File: src/rtl/mac_accumulator.sv
// mac_accumulator
//   Sums groups of N unsigned 8-bit products into an ACC_W-bit result.
//   A two-state controller alternates between collecting products (ACCUM)
//   and presenting the finished sum (DONE) until downstream takes it.
//
// Ports
//   clk       : clock, all state changes on the rising edge
//   rst       : synchronous active-high reset
//   p         : unsigned product from the upstream multiplier
//   p_valid   : p is valid this cycle
//   p_ready   : block accepts p this cycle (registered, high in ACCUM)
//   clear     : drop the partial sum in progress (ignored in DONE)
//   res       : registered sum of the last completed group
//   res_valid : res is valid (registered, high in DONE)
//   res_ready : downstream takes res this cycle
//   ovf       : sticky carry-out flag for the group being summed / in res
//   cnt       : number of products accepted in the current group
module mac_accumulator #(
  parameter int N     = 4,
  parameter int ACC_W = 10
) (
  input  logic                   clk,
  input  logic                   rst,
  input  logic [7:0]             p,
  input  logic                   p_valid,
  output logic                   p_ready,
  input  logic                   clear,
  output logic [ACC_W-1:0]       res,
  output logic                   res_valid,
  input  logic                   res_ready,
  output logic                   ovf,
  output logic [$clog2(N)-1:0]   cnt
);

  localparam int CNT_W = $clog2(N);
  localparam logic [CNT_W-1:0] LAST = CNT_W'(N - 1);

  typedef enum logic [0:0] {
    ACCUM = 1'b0,
    DONE  = 1'b1
  } state_t;

  state_t           state;
  logic [ACC_W-1:0] acc;
  logic [ACC_W:0]   sum_ext;

  // Modulo-2^ACC_W add of a zero-extended product; the top bit is the carry.
  function automatic logic [ACC_W:0] add_carry(input logic [ACC_W-1:0] a,
                                               input logic [7:0]       b);
    return {1'b0, a} + {{(ACC_W - 7){1'b0}}, b};
  endfunction

  assign sum_ext = add_carry(acc, p);

  always_ff @(posedge clk) begin
    if (rst) begin
      state     <= ACCUM;
      acc       <= '0;
      res       <= '0;
      ovf       <= 1'b0;
      cnt       <= '0;
      p_ready   <= 1'b1;
      res_valid <= 1'b0;
    end else begin
      case (state)
        ACCUM: begin
          if (clear) begin
            // clear wins over a product offered in the same cycle
            acc <= '0;
            ovf <= 1'b0;
            cnt <= '0;
          end else if (p_valid && p_ready) begin
            ovf <= ovf | sum_ext[ACC_W];
            if (cnt == LAST) begin
              // final product: result goes straight into res, acc restarts
              res       <= sum_ext[ACC_W-1:0];
              acc       <= '0;
              cnt       <= '0;
              state     <= DONE;
              p_ready   <= 1'b0;
              res_valid <= 1'b1;
            end else begin
              acc <= sum_ext[ACC_W-1:0];
              cnt <= cnt + 1'b1;
            end
          end
        end
        DONE: begin
          // res/ovf are held here; clear and p are ignored
          if (res_ready) begin
            state     <= ACCUM;
            acc       <= '0;
            ovf       <= 1'b0;
            cnt       <= '0;
            p_ready   <= 1'b1;
            res_valid <= 1'b0;
          end
        end
      endcase
    end
  end

endmodule

File: config.mk
export PLATFORM = sky130hd
export DESIGN_NAME = mac_accumulator
export DESIGN_NICKNAME = d
export VERILOG_FILES = /design/src/rtl/mac_accumulator.sv
export SDC_FILE = /design/constraint.sdc
export NUM_CORES = 1
export LEC_CHECK = 0
export CORE_MARGIN = 3
export CORE_UTILIZATION = 45
export DETAILED_ROUTE_END_ITERATION = 7
export GPL_ROUTABILITY_DRIVEN = 0
export PLACE_DENSITY = 0.68
export SLEW_MARGIN = 20
export SYNTH_ARGS = -nofsm -noshare
export SYNTH_HDL_FRONTEND = slang
export SYNTH_SLANG_ARGS = --single-unit
File: constraint.sdc
create_clock -name clk -period 3.2 [get_ports clk]
set_input_delay 0.96 -clock clk [delete_from_list [all_inputs] [get_ports clk]]
set_output_delay 0.96 -clock clk [all_outputs]
set_load 0.03 [all_outputs]
# [After elaboration in Yosys (flattened, before gate mapping)]
# Index checks and enable logic that the tools add are counted.
[totals] register_bits=26 input_bits=13 out_inout_bits=15 word_cells=50
[classes] n_addsub=2 eq_ne=6 mux=28 bitwise=3 reduce_logical=4
[op_table] cell="two-way mux 10 bit" count=4
[op_table] cell="one-hot mux 10 bit (2 select lines)" count=1
[op_table] cell="two-way mux 1 bit" count=14
[op_table] cell="adder 10 x 8 -> 11 bit" count=1
[op_table] cell="two-way mux 2 bit" count=4
[op_table] cell="!= test 2 bit, second input constant" count=4
[op_table] cell="one-hot mux 1 bit (2 select lines)" count=4
[op_table] cell="AND reduction 4 bit" count=2
[op_table] cell="one-hot mux 2 bit (2 select lines)" count=1
[op_table] cell="!= test 3 bit, second input constant" count=1
[op_table] cell="adder 2 x 1 -> 2 bit, second input constant" count=1
[op_table] cell="== test 2 bit, second input constant" count=1
[op_table] cell="inverter 1 bit" count=2
[op_table] cell="AND reduction 2 bit" count=1
[op_table] cell="logical AND 1 bit" count=1
[op_table] cell="bitwise OR 1 bit" count=1

# [Logic depth before layout (Yosys ltp)]
[logic_depth] depth_word=5 depth_mapped=6 ltp_nobuf=6

# [Worst setup path after synthesis]
# OpenSTA, ideal clock, no wires.
[synth_timing] kind="input port to flip-flop" startpoint="input port p[0]" endpoint="register acc[8]" setup_ns=0.079 arrival_time_ns=2.402 required_ns=3.121 path_slack_ns=0.719 stages=6 n_path_buf=0 path_cell_list="ha_1 -> fa_1 -> nand3_1 -> a211oi_1 -> or4_1 -> o211ai_1"
[synth_via] elab_chain_len=5
[synth_lines] element="from (decl)" line="24" source="input logic [7:0] p,"
[synth_lines] element="adder 10 x 8 -> 11 bit" line="50" source="return {1'b0, a} + {{(ACC_W - 7){1'b0}}, b};"
[synth_lines] element="two-way mux 10 bit" line="74" source="if (cnt == LAST) begin"
[synth_lines] element="two-way mux 10 bit" line="72" source="end else if (p_valid && p_ready) begin"
[synth_lines] element="two-way mux 10 bit" line="67" source="if (clear) begin"
[synth_lines] element="one-hot mux 10 bit (2 select lines)" line="65" source="case (state)"
[synth_lines] element="to (signal assigned)" line="83" source="acc <= sum_ext[ACC_W-1:0];"
[synth_lines] element="to (decl)" line="44" source="logic [ACC_W-1:0] acc;"
# No other way between the ends. The select of a mux whose other input is x is not followed.
# A chain may end at the register's enable or synchronous reset.

# [Worst setup path in the final report]
# Same ends and word-level chain as after synthesis.

==> results.toml <==
[timing]
slew_headroom_pct = 62.6
setup_violations = 0
tightestPinTransition_ns = 0.558
fin_skew_ns = 0.00288
slew_viol_final = 0
period_share_pct = 83.9
setup_tns_ns = 0
fmaxAchievable_mhz = 373
rsz0062_at_grt = "no"
final_hold_viol_count = 0
finalCriticalPeriod_ns = 2.68
fin_ws_ns = 0.516

[yosys]
synth-compound-area-share_pct = 26.8
synth_ff_type = "dfxtp_1"
synth_edf_count = 0
synth.avg_cell_area_um2 = 8.74
synth_fa_ha_area_share_pct = 9.36
synthCells = 162
synthXorXnorAreaFrac_pct = 1.24
synth_top_family_by_area = "compound AO/OA/AOI/OAI gates"
async_flop_share_pct = 0
synth_cell_types = 38
yosysWarnings = 0
syn_area_um2 = 1420
synthMuxAreaShare_pct = 0.707
yosysSeqAreaShare_pct = 36.7
synth_top_area_share_pct = 36.7
netlist_top_cells_area = "dfxtp_1 37%, ha_1 8.0%, a21oi_1 5.7%, nand2_1 4.2%, nand3b_1 4.2%"
synth_top_area_cell = "dfxtp_1"
synth-seq-cells = 26
syn_nets = 185
synth-simple-area-share_pct = 22.7

[critical_path]
required_ns = 3.46
cp_slowest_stage_delay_ns = 0.55
endpoint_kind = "flop"
reg2reg_depth = 6
cp.depth = 7
path_cells = "clkdlybuf4s50_1, ha_1, fa_1, nand3_1, a211oi_1, or4_1, o211ai_1"
critPathSlowestCell = "or4_1"
cp_num_buf_inv = 1
crit_start = "p[0]"
critPathArrivalTime_ns = 2.94
crit_path_start_kind = "input pin"
rrSetupSlack_ns = 1.24
critical_path.top_delay_family = "simple AND/OR/NAND/NOR gates"
setup.worst_path.class = "input pin to flop"
rr_startpoint = "acc[0]$_SDFFE_PP0P_"
path_max_fanout = 5

[clock_tree]
cts_root_buf = "clkbuf_4"
path_clk_slew_ns = 0.15
post_cts_resized = 0
post_cts_buffers = 0
cts_made_buffers = 3
worstSkewPairLatency_ns = 0.32
cts_sinks = 26
clockBufferDepth = 2
holdBufCountCts = 0
cts_tree = "done"
htreeDepth = 1

[route]
drc_errors = 0
first_pass_iters = 4
totalWireLength_mm = 3.40
vias_per_cell = 5.64
avgRoutedWirePerCell_um = 14.5
postRouteAntennaNets = 0
drt_iter0_markers = 91
routed-via-count = 1319

[floorplanning]
die_y_um = 62.1
die-area_um2 = 3860
ios = 28
rows = 19
die_w_um = 62.1
placeableCoreArea_um2 = 2880
start_util_pct = 49.2

[place]
post-place-ws_ns = 0.198
placed_cells = 230
io_buffers = 27
place_area_um2 = 1760
dp_hpwl_mm = 2.52

[power]
power.total_mw = 0.602
power.leakage_nw = 0.664
p_switching_mw = 0.159
comb_power_share_pct = 16.2
p_sw_share_pct = 26.3
internal_power_mw = 0.444
clockPowerShare_pct = 28.5
pwr-share-seq_pct = 55.4
p_per_area_nw_per_um2 = 336
ir_worst_vdd_v = 0.000205

[min_path]
hp-class = "flop to flop"
hold_path_startpoint = "ovf$_SDFFE_PP0P_"
holdPathStages = 2

[flow_run]
maxCapViolCount = 0

[cells_and_area]
syn2layout_area_growth_pct = 26.6
layout_commonest_cell = "clkdlybuf4s50_1"
layout.cells.non_filler = 234
antenna_cells = 0
layout.area.seq_um2 = 520
fillers = 272
final_cell_area_um2 = 1790
layout_common_cells = "27 x clkdlybuf4s50_1, 26 x dfxtp_1, 16 x nand2_1, 16 x a21oi_1, 11 x nor2_1"
nets = 216
drive_gt1_share_pct = 7.29
multi_input_area_um2 = 861

[status]
outcome = "finished clean"

[grt]
grt_max_degree = 18
antenna_found_initial = 0
grt_pass1_vias = 1300
grt_usage_pct = 18.5
grt_pass1_wl_mm = 5.98
grt-ovfl-total = 0
## registers in the layout, summed over array words and instances, names as in the netlist
register / cells
p_ready: 1
state: 1
ovf: 1
acc: 10
res: 10
res_valid: 1
cnt: 2
## power groups by stage
| stage | registers [mW] | clock network, mW | logic [mW] |
|---|---|---|---|
| 2_1_floorplan | 0.341 | 0 | 0.0597 |
| 3_3_place_gp | 0.340 | 0 | 0.0946 |
| 3_5_place_dp | 0.340 | 0 | 0.0961 |
| 5_1_grt | 0.335 | 0.191 | 0.109 |
| 4_1_cts | 0.333 | 0.174 | 0.0970 |
| 6_report | 0.333 | 0.171 | 0.0974 |
## layer usage
layer / wire, µm / vias to the layer above / global-route usage [%]
li1: - / 680 / -
met1: 1640 / 596 / 24.7
met2: 1590 / 41 / 31.6
met3: 153 / 2 / 2.88
met4: 20 / 0 / 4.14
met5: 0 / - / 0
## final cells by class
class                   instances  area share (%)
multi-input cells             127            48.0
flip-flops and latches         26            29.0
repair buffers                 33            17.6
well taps                      42            2.93
clock buffers                   4            2.02
inverters                       2           0.419
## Yosys cell counts, types with 2 or more instances
| master | instances |
|---|---|
| o31ai_1 | 2 |
| nor2b_1 | 4 |
| inv_1 | 2 |
| o21ai_0 | 2 |
| o21a_1 | 2 |
| a211o_1 | 2 |
| clkbuf_1 | 6 |
| a21oi_1 | 16 |
| o2111ai_1 | 5 |
| dfxtp_1 | 26 |
| or2_2 | 4 |
| or3_1 | 2 |
| or4_1 | 3 |
| a211oi_1 | 2 |
| nand3_1 | 4 |
| ha_1 | 9 |
| a22oi_1 | 2 |
| o311ai_0 | 5 |
| nand3b_1 | 8 |
| a21o_1 | 4 |
| nand2_1 | 16 |
| nor2_1 | 11 |
| nand2b_1 | 3 |
| nand4_1 | 2 |
| o211ai_1 | 7 |
## worst reg2reg max path, cell delays in order (launching register included)
cell and delay (ns):
dfxtp_1 0.34, ha_1 0.20, fa_1 0.41, nand3_1 0.15, a211oi_1 0.16, or4_1 0.55, o211ai_1 0.09
## path summary, 6_finish.rpt
| kind | end |
|---|---|
| max | acc[8]$_SDFFE_PP0P_ |
| min | ovf$_SDFFE_PP0P_ |
| max reg2reg | acc[8]$_SDFFE_PP0P_ |
| min reg2reg | ovf$_SDFFE_PP0P_ |
## through the flow
stage	hold slack [ns]	util, %
after floorplan	0.440	-
after global placement	0.435	61.1
after detailed placement	0.446	61.1
after CTS	0.467	62.3
after global routing	0.501	62.3
final	0.464	62.3
## logic make-up (layout without fill, tap and decap cells)
| family | after synthesis | after routing |
|---|---|---|
| multiplexers | 1 | 1 |
| flip-flops | 26 | 26 |
| buffers and inverters | 9 | 39 |
| adder cells (fa/ha/maj) | 10 | 10 |
| XOR/XNOR | 2 | 2 |
| AO/OA/AOI/OAI | 54 | 54 |
| AND/OR/NAND/NOR | 60 | 60 |
Power figures use the tool's default switching activity.
==> edit (same flow settings) <==
The parameter `N` goes from 4 to 8.
--- a/src/rtl/mac_accumulator.sv
+++ b/src/rtl/mac_accumulator.sv
@@ -16,7 +16,7 @@
 //   ovf       : sticky carry-out flag for the group being summed / in res
 //   cnt       : number of products accepted in the current group
 module mac_accumulator #(
-  parameter int N     = 4,
+  parameter int N     = 8,
   parameter int ACC_W = 10
 ) (
   input  logic                   clk,
Interface: changed (resized cnt); port bits go from 28 to 29. The function was not compared with the original's and may differ.
==> edit against the original RTL <==
Sequential share of layout area is 0.13 points lower; synthesized area rose by 6.4%; clock power is 7% lower; sequential cell count increased by 1; worst hold slack better by 4.5 ps; utilization is 2.5 points lower; critical path type unchanged; largest power group unchanged; worst setup slack better by 14 ps; maximum frequency up 0.53%; total power up 1.4%; routed wire length up 6.4%; highest routed layer unchanged; critical path depth unchanged; design area is 4.3% higher; largest cell class unchanged.
==> edit: results (changes against the original RTL) <==
final WL=3.62 mm (+6.4%); Met2 Routed Length=1.83 mm (+15%); post-synth cell types=47 (+24%); WL met1=1.57 mm (-4.0%); vias in the first global route=1411 (+8.5%); largest cells by area after synthesis=dfxtp_1 (36%), ha_1 (8.3%), a21oi_1 (4.0%); Synth Area in XOR/XNOR=1.16% (-0.074 points); share of layout cells above drive strength 1=8.76% (+1.5 points); global-route wire length before repair=6.41 mm (+7.3%); worst hold endpoint=res[0]$_SDFFE_PP0P_; Clock Skew=2.91 ps (+0.0343 ps); status=finished clean; met3 WL=176 µm (+15%); PortBufs=28 (+3.7%); hold_sp=res[0]$_SDFFE_PP0P_; GRT Overall Usage=19.3% (+0.77 points); worst vdd ir=0.148 mV (-28%); worst skew pair latency=340 ps (+20 ps); Adder-Cell Fraction of Synth Area=9.63% (+0.27 points); post-synth net total=189 (+2.2%); pin count of the biggest net entering global routing=17 (-1); Top Layer Used=met4; Slew HR=66.5% (+4.0 points); internal power=0.000438 W (-1.3%); WP data arrival=2940 ps (about the same); drt via density=5.84 (+3.6%); commonest cells in the netlist=dfxtp_1 (27), nor2_1 (15), nand2_1 (14), a21oi_1 (12), ha_1 (10); post-synthesis compound-gate area fraction=27.6% (+0.81 points); register area share after synthesis=35.9% (-0.87 points); Setup WS pre-CTS=184 ps (-13.8 ps); Reg-to-Reg Start=acc[0]$_SDFFE_PP0P_; Final HPWL DP=2.74 mm (+8.7%); drt initial violations=53 (-42%); mux cell area share after synthesis=0% (-0.71 points); Lkg Pwr=0.689 nW (+3.7%); fin nets=219 (+1.4%); Top Registers=acc (10), res (10), cnt (3)
## edit: area by class of cell
class	count	area [µm²]
fill	293	1260
multi-input combinational	129	927
sequential	27	541
timing repair buffer	32	310
tap	44	55.1
clock buffer	3	22.5
clock inverter	1	7.51
inverter	2	7.51
## edit: worst max-delay path by stage
stage,startpoint,to
floorplan,p[0],acc[8]$_SDFFE_PP0P_
CTS,p[0],acc[8]$_SDFFE_PP0P_
finish,p[0],acc[8]$_SDFFE_PP0P_
global route,p[0],acc[8]$_SDFFE_PP0P_
detailed placement,p[0],acc[8]$_SDFFE_PP0P_
global placement,p[0],acc[8]$_SDFFE_PP0P_
## edit: metal layers
metal | track usage [%] | vias to the layer above
li1 | - | 690
met1 | 24.1 | 662
met2 | 33.9 | 33
met3 | 3.34 | 5
met4 | 4.85 | 0
met5 | 0 | -
## edit: worst max-delay path, cell delays in order
cell and delay [ps]:
clkdlybuf4s50_1 410, ha_1 230, fa_1 400, nand3_1 180
a211oi_2 130, or4_1 530, o221ai_1 90
## edit: kinds of logic after synthesis
kind of cell | Yosys count
DFF | 27
and+or+nand+nor | 63
AOI/OAI and AO/OA | 53
buffers and inverters | 9
xor gates and xnor gates | 2
adders and majority gates | 11
## edit: power by group through the flow
stage | registers, W | logic (W) | clock network, W
floorplan | 0.000355 | 0.0000666 | 0
global placement | 0.000353 | 0.000102 | 0
detailed placement | 0.000354 | 0.000105 | 0
CTS | 0.000346 | 0.000105 | 0.000166
global route | 0.000348 | 0.000117 | 0.000177
finish | 0.000346 | 0.000106 | 0.000159
## edit: through the flow
stage,cells,hold slack (ps),cell area [µm²]
after global routing,238,506,1870
after CTS,238,475,1870
after global placement,234,442,1840
after detailed placement,234,455,1840
final,238,468,1870
after floorplan,165,436,1510
